### config.mk
export PLATFORM = sky130hd
export DESIGN_NAME = mem_bus_arbiter
export DESIGN_NICKNAME = d
export VERILOG_FILES = /design/src/rtl/mem_bus_arbiter_pkg.sv /design/src/rtl/mem_bus_arbiter_pick.sv /design/src/rtl/mem_bus_arbiter.sv
export SDC_FILE = /design/constraint.sdc
export NUM_CORES = 1
export LEC_CHECK = 0
export ABC_AREA = 0
export BUFFER_PORTS_ARGS = -buffer_cell sky130_fd_sc_hd__buf_2
export CORE_UTILIZATION = 45
export CTS_CLUSTER_SIZE = 24
export DETAILED_ROUTE_END_ITERATION = 7
export PLACE_DENSITY = 0.78
export SLEW_MARGIN = 5
export SYNTH_ARGS = -nofsm -noshare
export SYNTH_HDL_FRONTEND = slang
export SYNTH_SLANG_ARGS = --single-unit
### constraint.sdc
create_clock -name iCLK -period 5.8 [get_ports iCLK]
set_input_delay 1.45 -clock iCLK [delete_from_list [all_inputs] [get_ports iCLK]]
set_output_delay 1.45 -clock iCLK [all_outputs]
set_load 0.02 [all_outputs]
### src/rtl/mem_bus_arbiter_pkg.sv
`default_nettype none
// +----------------------------------------------------------------------+
// | Module   : mem_bus_arbiter_pkg                                       |
// | Brief    : Shared state encoding, owner constants, wait-counter      |
// |            limits and latched-request type for the D-bus arbiter.    |
// | Revision : 1.0 - initial release                                     |
// +----------------------------------------------------------------------+
package mem_bus_arbiter_pkg;

  // Arbiter FSM state encoding
  localparam logic [1:0] IDLE  = 2'd0;
  localparam logic [1:0] ISSUE = 2'd1;
  localparam logic [1:0] WAIT  = 2'd2;
  localparam logic [1:0] DONE  = 2'd3;

  // Bus owner encoding
  localparam logic OWN_CORE = 1'b0;
  localparam logic OWN_DMA  = 1'b1;

  // Wait-state counter: 4 bits covers the 0..15 latency range
  localparam int unsigned WAIT_CYCLES_MAX = 15;
  localparam int unsigned CNT_W           = 4;

  // Request captured at grant; read is implied by wr == 0
  typedef struct packed {
    logic        wr;
    logic [3:0]  be;
    logic [31:0] addr;
    logic [31:0] wdata;
  } bus_req_t;

endpackage : mem_bus_arbiter_pkg
`default_nettype wire

### src/rtl/mem_bus_arbiter_pick.sv
`default_nettype none
// +----------------------------------------------------------------------+
// | Module   : mem_arb_pick                                              |
// | Brief    : Combinational owner selection for the D-bus arbiter.      |
// |            ARB_ROUND_ROBIN_EN defined: simultaneous requests go to   |
// |            the master not served last. Undefined: core always wins.  |
// | Revision : 1.0 - initial release                                     |
// +----------------------------------------------------------------------+
module mem_arb_pick
  import mem_bus_arbiter_pkg::*;
(
  input  logic core_req_i,
  input  logic dma_req_i,
  input  logic last_owner_i,
  output logic owner_o
);

`ifdef ARB_ROUND_ROBIN_EN
  // Contention alternates away from the previous owner; a lone request wins outright
  always_comb begin
    owner_o = OWN_CORE;
    if (core_req_i && dma_req_i) begin
      owner_o = ~last_owner_i;
    end else if (dma_req_i) begin
      owner_o = OWN_DMA;
    end
  end
`else
  // Fixed priority: history is irrelevant, so the last-owner input is intentionally ignored
  logic w_unused_last_owner;
  assign w_unused_last_owner = last_owner_i;

  // Core wins whenever it asks; DMA only gets the bus when the core is quiet
  always_comb begin
    owner_o = OWN_CORE;
    if (!core_req_i && dma_req_i) begin
      owner_o = OWN_DMA;
    end
  end
`endif

endmodule : mem_arb_pick
`default_nettype wire

### src/rtl/mem_bus_arbiter.sv
`default_nettype none
// +----------------------------------------------------------------------+
// | Module   : mem_bus_arbiter                                           |
// | Brief    : Two-master (core / DMA) arbiter for the data memory bus.  |
// |            Each access is latched at grant, then walks ISSUE, WAIT   |
// |            and DONE. Optional macro ARB_ROUND_ROBIN_EN selects       |
// |            round-robin arbitration instead of core-first priority.   |
// | Revision : 1.0 - initial release                                     |
// +----------------------------------------------------------------------+
module mem_bus_arbiter
  import mem_bus_arbiter_pkg::*;
#(
  parameter int unsigned WAIT_CYCLES = 1
) (
  input  logic        iCLK,
  input  logic        iRST,
  // core datapath port
  input  logic        iCoreRead,
  input  logic        iCoreWrite,
  input  logic [3:0]  iCoreByteEnable,
  input  logic [31:0] iCoreAddress,
  input  logic [31:0] iCoreWriteData,
  output logic [31:0] oCoreReadData,
  output logic        oCoreStall,
  // DMA / debug port
  input  logic        iDmaReq,
  input  logic        iDmaWrite,
  input  logic [3:0]  iDmaByteEnable,
  input  logic [31:0] iDmaAddress,
  input  logic [31:0] iDmaWriteData,
  output logic        oDmaAck,
  output logic [31:0] oDmaReadData,
  // system bus
  output logic        oBusReadEnable,
  output logic        oBusWriteEnable,
  output logic [3:0]  oBusByteEnable,
  output logic [31:0] oBusAddress,
  output logic [31:0] oBusWriteData,
  input  logic [31:0] iBusReadData
);

  // Latency clamped to what the counter can hold
  localparam logic [CNT_W-1:0] c_WAIT_LOAD =
    (WAIT_CYCLES > WAIT_CYCLES_MAX) ? CNT_W'(WAIT_CYCLES_MAX) : CNT_W'(WAIT_CYCLES);

  logic [1:0]       state_q, state_d;
  logic             owner_q;
  bus_req_t         req_q;
  logic [CNT_W-1:0] cnt_q;
  logic [31:0]      core_rdata_q;
  logic [31:0]      dma_rdata_q;

  logic     w_core_req;
  logic     w_any_req;
  logic     w_pick_owner;
  logic     w_last_owner;
  logic     w_issue;
  logic     w_last_phase;
  bus_req_t w_grant_req;

  assign w_core_req = iCoreRead | iCoreWrite;
  assign w_any_req  = w_core_req | iDmaReq;

`ifdef ARB_ROUND_ROBIN_EN
  logic last_owner_q;

  // Remember who was granted most recently so contention can alternate
  always_ff @(posedge iCLK or posedge iRST) begin
    if (iRST) begin
      last_owner_q <= OWN_DMA;
    end else if (state_q == IDLE && w_any_req) begin
      last_owner_q <= w_pick_owner;
    end
  end

  assign w_last_owner = last_owner_q;
`else
  assign w_last_owner = OWN_DMA;
`endif

  mem_arb_pick u_pick (
    .core_req_i   (w_core_req),
    .dma_req_i    (iDmaReq),
    .last_owner_i (w_last_owner),
    .owner_o      (w_pick_owner)
  );

  // Request of the selected master; a core read+write collapses to a write
  always_comb begin
    if (w_pick_owner == OWN_CORE) begin
      w_grant_req = '{wr: iCoreWrite, be: iCoreByteEnable,
                      addr: iCoreAddress, wdata: iCoreWriteData};
    end else begin
      w_grant_req = '{wr: iDmaWrite, be: iDmaByteEnable,
                      addr: iDmaAddress, wdata: iDmaWriteData};
    end
  end

  // Next-state logic: one ISSUE cycle, optional wait states, one DONE cycle
  always_comb begin
    state_d = state_q;
    case (state_q)
      IDLE:    if (w_any_req) state_d = ISSUE;
      ISSUE:   state_d = (c_WAIT_LOAD != '0) ? WAIT : DONE;
      WAIT:    if (cnt_q == CNT_W'(1)) state_d = DONE;
      DONE:    state_d = IDLE;
      default: state_d = IDLE;
    endcase
  end

  // State, owner and request capture, wait counter
  always_ff @(posedge iCLK or posedge iRST) begin
    if (iRST) begin
      state_q <= IDLE;
      owner_q <= OWN_CORE;
      req_q   <= '0;
      cnt_q   <= '0;
    end else begin
      state_q <= state_d;
      if (state_q == IDLE && w_any_req) begin
        owner_q <= w_pick_owner;
        req_q   <= w_grant_req;
      end
      if (state_q == ISSUE) begin
        cnt_q <= c_WAIT_LOAD;
      end else if (state_q == WAIT) begin
        cnt_q <= cnt_q - CNT_W'(1);
      end
    end
  end

  // Bus data is taken on the edge that closes the final ISSUE/WAIT cycle
  assign w_last_phase = ((state_q == ISSUE) && (c_WAIT_LOAD == '0)) ||
                        ((state_q == WAIT)  && (cnt_q == CNT_W'(1)));

  // Read-data registers: only completed reads of the respective owner update them
  always_ff @(posedge iCLK or posedge iRST) begin
    if (iRST) begin
      core_rdata_q <= '0;
      dma_rdata_q  <= '0;
    end else if (w_last_phase && !req_q.wr) begin
      if (owner_q == OWN_CORE) begin
        core_rdata_q <= iBusReadData;
      end else begin
        dma_rdata_q  <= iBusReadData;
      end
    end
  end

  assign w_issue         = (state_q == ISSUE);
  assign oBusReadEnable  = w_issue & ~req_q.wr;
  assign oBusWriteEnable = w_issue &  req_q.wr;
  assign oBusByteEnable  = {4{w_issue}}  & req_q.be;
  assign oBusAddress     = {32{w_issue}} & req_q.addr;
  assign oBusWriteData   = {32{w_issue}} & req_q.wdata;

  assign oCoreReadData = core_rdata_q;
  assign oDmaReadData  = dma_rdata_q;
  assign oDmaAck       = (state_q == DONE) && (owner_q == OWN_DMA);
  // Combinational so an idle core is never held, including during reset
  assign oCoreStall    = w_core_req & ~((state_q == DONE) && (owner_q == OWN_CORE));

endmodule : mem_bus_arbiter
`default_nettype wire

==> results of run 1 <==
-- critical path: stages, from the launching register on --
cell and delay, ns:
dfrtp_1 0.40, inv_1 0.10, ha_2 0.88, and2_1 0.26, buf_2 0.17
-- worst max path at each step --
stage	to	slack, ns	cells after the start
6_report	oBusWriteData[10]	2.10	4
5_1_grt	oBusAddress[2]	1.88	4
4_1_cts	oBusWriteData[10]	2.05	4
3_5_place_dp	oCoreStall	2.19	4
3_3_place_gp	oCoreStall	2.18	4
2_1_floorplan	cnt_q[0]	0.60	1
-- routing by layer --
metal	track usage (%)	routed length, µm
met4	7.95	167
met2	39.2	8260
met5	0	0
met1	26.5	6720
met3	5.00	1010
-- report_power, final --
part	internal [W]	switching, W	leakage, nW
registers	0.00140	0.000229	1.65
logic	0.000813	0.00119	2.50
clock network	0.000783	0.000397	0.316
total	0.00300	0.00182	4.46
-- cell families after synthesis --
kind of cell	Yosys count	synth area share (%)
compound gates	148	13.2
simple gates	156	12.8
mux	67	13.6
fa+ha+maj	6	1.18
flops	140	55.2
buf+inv	52	4.02
-- cell type report --
type / count / area, µm² / share of cell area (%)
Clock buffer: 20 / 457 / 5.31
Multi-Input combinational cell: 377 / 2610 / 30.3
Clock inverter: 11 / 190 / 2.21
Timing Repair Buffer: 315 / 1590 / 18.5
Tap cell: 180 / 225 / 2.62
Sequential cell: 140 / 3500 / 40.7
Inverter: 7 / 31.3 / 0.363
-- per-stage QoR --
| step | power [W] | cells | instance area (µm²) |
|---|---|---|---|
| 2_1_floorplan | 0.00300 | 569 | 6350 |
| 6_report | 0.00482 | 1050 | 8610 |
| 5_1_grt | 0.00512 | 1050 | 8610 |
| 3_5_place_dp | 0.00367 | 1019 | 7960 |
| 4_1_cts | 0.00487 | 1050 | 8610 |
| 3_3_place_gp | 0.00361 | 1019 | 7960 |
-- layout by cell type (no fill, tap or decap), types with 6 or more instances in the layout --
cell and n:
buf_4 6, mux2_2 35, buf_2 309, nor2_1 71, a21oi_1 71, mux2_4 30, dfrtp_1 140, clkbuf_16 17
o22ai_1 69, and2_1 70, inv_1 6
-- flip-flops by register name, summed over array words and instances, names as in the netlist --
register,flops
owner_q,1
oDmaReadData,32
cnt_q,4
req_q,69
oCoreReadData,32
state_q,2
==> impl_metrics.py, run 1 <==
metrics = {
    "run_status": {
        "status": "complete, no violations",
    },
    "clocking": {
        "postCtsHoldBufs": 0,
        "cts_tree": "yes",
        "cts-buffers-inserted": 17,
        "cts.repair_timing.setup_buffer_count": 0,
        "post_cts.resized_instances": 0,
        "worstSkewPairLatency_ns": 0.41,
        "maximum_root_to_sink_buffer_count": 2,
        "clk_pin_slew_worst_paths_ns": 0.06,
        "clock_root_buffer": "clkbuf_16",
        "clock-sinks": 140,
        "cts_max_level": 4,
    },
    "synth": {
        "synth.largest_area_cell": "dfrtp_1",
        "synth_top_cell_area_share_pct": 55.2,
        "synth_nets": 749,
        "seq_total_area_yosys_pct": 55.2,
        "yosysWarningCount": 0,
        "synthTopCellsByArea": "dfrtp_1, mux2_4, and2_1",
        "synth-seq-cells": 140,
        "syn_avg_cell_area_um2": 11.2,
        "synthFlopType": "dfrtp_1",
        "synth_area_um2": 6350,
        "synthArstFlopShare_pct": 100,
        "syn-instance-count": 569,
        "yosys.cell_count.top_type": "dfrtp_1",
        "number_of_different_library_cells_in_the_post_synthesis_netlist": 27,
        "netlist_top_cells_count": "dfrtp_1, nor2_1, a21oi_1",
        "synth_enable_flop_cells": 0,
    },
    "timing": {
        "slew_headroom_pct": 29.3,
        "timing.final.ws_setup_ns": 2.10,
        "rsz0062_at_grt": "no",
        "max_slew.worst_pin.slew_ns": 1.06,
        "setup-violations-final": 0,
        "finalHoldViolations": 0,
        "period_share_pct": 63.9,
        "finalMaxSlewViolations": 0,
        "clock_period_minus_worst_slack_ns": 3.70,
        "max_freq_ghz": 0.270,
        "worst_hold_slack_ns": 0.501,
        "clock-skew-final_ns": 0.0137,
        "totalNegativeSetupSlack_ns": 0,
    },
    "route": {
        "drt-vias-per-instance": 5.05,
        "drt-total-wl_mm": 16.1,
        "ant_nets": 0,
        "detailedRoute.firstPassIterationCount": 4,
        "drt-initial-drc-count": 282,
        "detail_route.drc_violations": 0,
        "wire_length_per_cell_um": 15.4,
        "route.vias.total": 5301,
    },
    "placed_design": {
        "placement_stage_worst_setup_slack_ns": 2.19,
        "detailed_place_hpwl_mm": 11.1,
        "place.port_buffers": 309,
        "gpl.final_weighted_congestion": 0.812,
    },
    "cells_and_area": {
        "utilization_pct": 62.3,
        "flow.area_growth_from_synthesis_pct": 35.6,
        "fill_cells": 1161,
        "num-nets-final": 1038,
        "post_route_cells_drive_above_1_share_pct": 48.2,
        "antenna-diode-count": 0,
    },
    "die": {
        "io-pin-count": 310,
        "floorplan.die.width_um": 121,
        "design.core.area_um2": 13800,
        "rows": 43,
        "area_of_the_die_um2": 14600,
        "floorplan.die.height_um": 121,
        "initial_utilization_pct": 45.9,
    },
    "setup_path": {
        "r2r.worst_path.cells": 7,
        "crit-reg2reg-capture": "req_q[2]",
        "regToRegStartpoint": "state_q[0]",
        "timing.critical_path.from_type": "flop",
        "crit_start": "state_q[1]",
        "worstPathArrival_ns": 2.25,
        "data_required_critical_path_ns": 4.35,
        "ff2ff_setup_slack_ns": 3.21,
        "criticalPathCategory": "reg2out",
        "end_kind": "output port",
        "cp_max_fo": 74,
    },
    "hold_path": {
        "timing.hold.worst_endpoint": "oDmaReadData[25]",
        "worst_hold_startpoint": "oDmaReadData[25]",
        "hp-class": "reg2reg",
        "timing.hold.worst_path_depth": 1,
    },
    "power": {
        "ir_drop_uv": 290,
        "p_leak_nw": 4.46,
        "cellPowerDensity_nw_per_um2": 560,
    },
    "global_route": {
        "largest_net_degree_at_the_start_of_global_routing": 109,
        "grt.total_usage_pct": 22.2,
        "overflow": 0,
        "grt_pass1_vias": 4934,
        "grt_first_pass_wirelength_mm": 24.8,
        "antenna_found_initial": 0,
    },
    "job": {
        "cap_violations": 0,
    },
}
No activity file was read; power rests on OpenSTA's default activity.
==> run 2, diff against run 1 <==
==> constraint.sdc (replaced) <==
create_clock -name iCLK -period 3.45 [get_ports iCLK]
set_input_delay 0.8625 -clock iCLK [delete_from_list [all_inputs] [get_ports iCLK]]
set_output_delay 0.8625 -clock iCLK [all_outputs]
set_load 0.02 [all_outputs]
==> run 2 against run 1 <==
Worst setup slack got worse by 1.5 ns. Flip-flop and latch count unchanged. Clock skew decreased by 0.0060 ns. Sequential power increased by 71%. Sequential share of layout area about the same. Largest cell class unchanged.
==> impl_metrics.py, run 2 (same netlist as run 1, synthesis figures left out) <==
metrics = {
    "run_status": {
        "status": "complete, no violations",
    },
    "clocking": {
        "cts-buffers-inserted": 17,
        "worstSkewPairLatency_ns": 0.41,
        "maximum_root_to_sink_buffer_count": 2,
        "clk_pin_slew_worst_paths_ns": 0.05,
        "cts_max_level": 4,
        "postCtsHoldBufs": 0,
        "post_cts.resized_instances": 0,
        "cts.repair_timing.setup_buffer_count": 0,
        "clock_root_buffer": "clkbuf_16",
        "clock-sinks": 140,
        "cts_tree": "yes",
    },
    "die": {
        "rows": 43,
        "floorplan.die.width_um": 121,
        "io-pin-count": 310,
        "design.core.area_um2": 13800,
        "area_of_the_die_um2": 14600,
        "initial_utilization_pct": 45.9,
        "floorplan.die.height_um": 121,
    },
    "setup_path": {
        "criticalPathCategory": "reg2out",
        "regToRegStartpoint": "cnt_q[1]",
        "end_kind": "output port",
        "worstPathArrival_ns": 2.02,
        "timing.critical_path.from_type": "flop",
        "ff2ff_setup_slack_ns": 1.09,
        "cp_max_fo": 40,
        "data_required_critical_path_ns": 2.59,
        "r2r.worst_path.cells": 5,
        "crit-reg2reg-capture": "oCoreReadData[10]",
        "crit_start": "state_q[1]",
    },
    "hold_path": {
        "timing.hold.worst_path_depth": 1,
        "hp-class": "reg2reg",
        "worst_hold_startpoint": "oDmaReadData[12]",
        "timing.hold.worst_endpoint": "oDmaReadData[12]",
    },
    "timing": {
        "finalMaxSlewViolations": 0,
        "slew_headroom_pct": 37.9,
        "setup-violations-final": 0,
        "max_freq_ghz": 0.347,
        "rsz0062_at_grt": "no",
        "period_share_pct": 83.6,
        "finalHoldViolations": 0,
        "clock-skew-final_ns": 0.00771,
        "totalNegativeSetupSlack_ns": 0,
        "max_slew.worst_pin.slew_ns": 0.931,
        "clock_period_minus_worst_slack_ns": 2.88,
    },
    "route": {
        "drt-initial-drc-count": 299,
        "drt-vias-per-instance": 5.12,
        "ant_nets": 0,
        "detailedRoute.firstPassIterationCount": 5,
        "drt-total-wl_mm": 17.0,
        "wire_length_per_cell_um": 16.1,
        "detail_route.drc_violations": 0,
        "route.vias.total": 5401,
    },
    "global_route": {
        "overflow": 0,
        "antenna_found_initial": 1,
        "grt.total_usage_pct": 23.3,
        "grt_pass1_vias": 5115,
        "largest_net_degree_at_the_start_of_global_routing": 75,
        "grt_first_pass_wirelength_mm": 26.0,
    },
    "placed_design": {
        "placed_cells_incl_taps": 1021,
        "detailed_place_hpwl_mm": 11.8,
        "gpl.final_weighted_congestion": 0.814,
        "place.port_buffers": 309,
    },
    "cells_and_area": {
        "num-nets-final": 1040,
        "final_cells": 1054,
        "post_route_cells_drive_above_1_share_pct": 48.2,
        "flow.area_growth_from_synthesis_pct": 35.8,
        "largest_reg_flops": 69,
        "most-common-layout-cells": "buf_2, dfrtp_1, nor2_1, a21oi_1, and2_1",
        "layout.cells.most_common": "buf_2",
        "regMostFlops": "req_q",
        "fill_cells": 1167,
    },
    "power": {
        "ir_drop_uv": 386,
        "total_power_w": 0.00809,
        "cellPowerDensity_nw_per_um2": 939,
        "p_leak_nw": 4.46,
    },
    "job": {
        "cap_violations": 0,
    },
}
-- run 2: changes by cell type in the layout (fill, tap and decap cells not counted), sizes merged --
cell,change
buf,+2
bufinv,-1
clkbuf,+1
clkinvlp,+3
diode,+1
inv,-2
-- run 2: how the worst max path moves through the flow --
stage	endpoint	slack (ns)	cells past startpoint
floorplan	cnt_q[0]	0.84	1
finish	oBusAddress[26]	0.57	5
CTS	oBusAddress[26]	0.52	5
detailed placement	oBusAddress[26]	0.97	5
global route	oBusByteEnable[3]	0.38	5
global placement	oBusReadEnable	1.03	5
-- run 2: cell type report --
type / instances / area (µm²) / area share [%]
multi-input combinational: 377 / 2610 / 30.3
antenna: 1 / 2.50 / 0.0290
timing repair buffer: 317 / 1620 / 18.8
clock inverter: 11 / 166 / 1.93
inverter: 7 / 30.0 / 0.348
tap: 180 / 225 / 2.61
sequential: 140 / 3500 / 40.7
clock buffer: 21 / 460 / 5.34
-- run 2: metrics by stage --
stage	hold slack (ns)	setup slack [ns]	instance area [µm²]	utilization, %
finish	0.498	0.567	8620	62.3
global route	0.513	0.382	8610	62.3
CTS	0.503	0.524	8610	62.3
detailed placement	0.489	0.974	7990	57.8
global placement	0.481	1.03	7990	57.8
floorplan	0.481	0.838	6350	-
-- run 2: routing by layer --
metal	global-route usage, %	wire (µm)	vias to the layer above
met5	0	0	-
met4	7.95	314	0
met3	5.85	1120	20
met2	41.1	8630	232
met1	27.4	6930	2556
li1	-	-	2593
-- run 2: power breakdown --
group | leakage [nW] | internal, W | total (W) | switching [W]
sequential | 1.65 | 0.00236 | 0.00278 | 0.000415
clock | 0.299 | 0.00124 | 0.00191 | 0.000670
combinational | 2.51 | 0.00139 | 0.00340 | 0.00202
-- run 2: critical path: stages (launching register included) --
cell     delay (ns)
dfrtp_1        0.40
inv_1          0.09
ha_2           0.54
buf_12         0.25
and2_1         0.15
buf_2          0.16
==> run 3, diff against run 2 <==
==> constraint.sdc (replaced) <==
create_clock -name iCLK -period 2.8 [get_ports iCLK]
set_input_delay 0.7 -clock iCLK [delete_from_list [all_inputs] [get_ports iCLK]]
set_output_delay 0.7 -clock iCLK [all_outputs]
set_load 0.02 [all_outputs]
==> run 3 against run 2 <==
Utilization rose by 0.77 points. Register-to-register slack got worse by 0.63 ns. Largest cell class unchanged. Non-clock buffer count grew 5.
==> impl_metrics.py, run 3 (same netlist as run 1, synthesis figures left out) <==
metrics = {
    "setup_path": {
        "criticalPathCategory": "reg2out",
        "cp_max_fo": 47,
        "critical-path-top-delay-family": "buffers and inverters",
        "crit-reg2reg-capture": "oCoreReadData[12]",
        "ff2ff_setup_slack_ns": 0.46,
        "regToRegStartpoint": "cnt_q[1]",
        "worst_path_largest_cell_delay_ns": 0.40,
        "crit_chain": "inv_1, ha_2, buf_4, and2_1, buf_2",
        "r2r.worst_path.cells": 5,
        "worst-path-buf-inv": 3,
        "timing.critical_path.from_type": "flop",
        "worstPathArrival_ns": 1.82,
        "critical_path_depth": 5,
        "end_kind": "output port",
        "data_required_critical_path_ns": 2.10,
        "crit_slowest_cell": "dfrtp_1",
    },
    "die": {
        "io-pin-count": 310,
        "floorplan.die.width_um": 121,
        "initial_utilization_pct": 45.9,
        "rows": 43,
        "design.core.area_um2": 13800,
        "area_of_the_die_um2": 14600,
        "floorplan.die.height_um": 121,
    },
    "route": {
        "highest-signal-layer": "met4",
        "wl_met1_mm": 6.94,
        "detailedRoute.firstPassIterationCount": 5,
        "drt-total-wl_mm": 16.8,
        "dr_wl_met2_mm": 8.47,
        "ant_nets": 0,
        "met3_wirelength_mm": 1.17,
        "detail_route.drc_violations": 0,
        "route.vias.total": 5379,
        "drt-initial-drc-count": 237,
        "drt-vias-per-instance": 5.08,
        "wire_length_per_cell_um": 15.9,
    },
    "timing": {
        "period_share_pct": 90.1,
        "finalHoldViolations": 0,
        "setup-violations-final": 0,
        "max_slew.worst_pin.slew_ns": 0.821,
        "max_freq_ghz": 0.397,
        "slew_headroom_pct": 45.3,
        "clock_period_minus_worst_slack_ns": 2.52,
        "totalNegativeSetupSlack_ns": 0,
        "finalMaxSlewViolations": 0,
        "rsz0062_at_grt": "no",
        "clock-skew-final_ns": 0.00962,
    },
    "hold_path": {
        "hp-class": "in2async",
    },
    "cells_and_area": {
        "regMostFlops": "req_q",
        "sequential_cell_area_um2": 3500,
        "fill_cells": 1105,
        "num-nets-final": 1045,
        "layout.cell_area.non_filler_um2": 8720,
        "largest_reg_flops": 69,
        "most-common-layout-cells": "buf_2, dfrtp_1, nor2_1, a21oi_1, and2_1",
        "layout.cells.most_common": "buf_2",
        "post_route_cells_drive_above_1_share_pct": 48.5,
        "flow.area_growth_from_synthesis_pct": 37.5,
        "utilization_pct": 63.1,
        "multiInputGateArea_um2": 2610,
    },
    "clocking": {
        "cts-buffers-inserted": 17,
        "clk_pin_slew_worst_paths_ns": 0.06,
        "postCtsHoldBufs": 0,
        "cts_max_level": 4,
        "maximum_root_to_sink_buffer_count": 2,
        "post_cts.resized_instances": 0,
        "cts.repair_timing.setup_buffer_count": 0,
        "cts_tree": "yes",
        "clock-sinks": 140,
        "clock_root_buffer": "clkbuf_16",
        "worstSkewPairLatency_ns": 0.41,
    },
    "placed_design": {
        "place.port_buffers": 309,
        "detailed_place_hpwl_mm": 11.9,
        "placed_area_um2": 8050,
        "gpl.final_weighted_congestion": 0.785,
    },
    "power": {
        "combPwrFrac_pct": 41.5,
        "cellPowerDensity_nw_per_um2": 1160,
        "p_sw_share_pct": 37.5,
        "clock_share_of_power_pct": 25.1,
        "ir_drop_uv": 571,
        "p_leak_nw": 4.51,
        "sequentialPowerShare_pct": 33.4,
        "p_sw_w": 0.00380,
        "internal_power_summed_over_all_cells_w": 0.00633,
    },
    "global_route": {
        "largest_net_degree_at_the_start_of_global_routing": 75,
        "grt_first_pass_wirelength_mm": 26.1,
        "antenna_found_initial": 0,
        "grt_pass1_vias": 5025,
        "grt.total_usage_pct": 23.6,
        "overflow": 0,
    },
    "run_status": {
        "status": "complete, no violations",
    },
    "job": {
        "cap_violations": 0,
    },
}
run 3: changes by cell type in the layout (fill, tap and decap cells not counted):
| cell | change |
|---|---|
| clkinvlp_4 | -2 |
| buf_4 | +3 |
| clkinv_4 | -1 |
| clkinv_2 | -2 |
| inv_6 | +2 |
| buf_12 | +2 |
| bufinv_16 | +2 |
run 3: routing by layer:
metal	vias up	track usage, %
met3	17	6.23
met5	-	0
li1	2588	-
met4	0	7.79
met1	2556	28.1
met2	218	41.3
run 3: how the worst max path moves through the flow:
stage,startpoint,end
detailed placement,cnt_q[1],oCoreReadData[12]
CTS,state_q[1],oBusWriteData[10]
finish,state_q[1],oBusWriteData[10]
global route,state_q[1],oBusWriteData[10]
floorplan,iRST,cnt_q[0]
global placement,cnt_q[1],oCoreReadData[26]
run 3: cell type report:
class / count / share of cell area (%)
antenna: 1 / 0.0287
sequential: 140 / 40.2
clock buffer: 21 / 5.28
clock inverter: 10 / 2.41
multi-input combinational: 377 / 29.9
tap: 180 / 2.58
timing repair buffer: 322 / 19.3
inverter: 7 / 0.344
run 3: through the flow:
| step | std cells | total power, W | worst slack (ns) | hold slack [ns] |
|---|---|---|---|---|
| after global placement | 1026 | 0.00751 | 0.519 | 0.484 |
| after global routing | 1057 | 0.0108 | 0.119 | 0.427 |
| final | 1058 | 0.0101 | 0.278 | 0.390 |
| after floorplan | 569 | 0.00621 | 0.351 | 0.481 |
| after detailed placement | 1026 | 0.00764 | 0.470 | 0.490 |
| after CTS | 1057 | 0.0102 | 0.237 | 0.386 |
run 3: power groups by stage:
stage          Combinational [W]  Sequential [W]  Clock [W]
6_report                 0.00420         0.00338    0.00255
5_1_grt                  0.00458         0.00349    0.00269
4_1_cts                  0.00426         0.00339    0.00260
3_5_place_dp             0.00423         0.00341          0
3_3_place_gp             0.00413         0.00339          0
2_1_floorplan            0.00250         0.00372          0
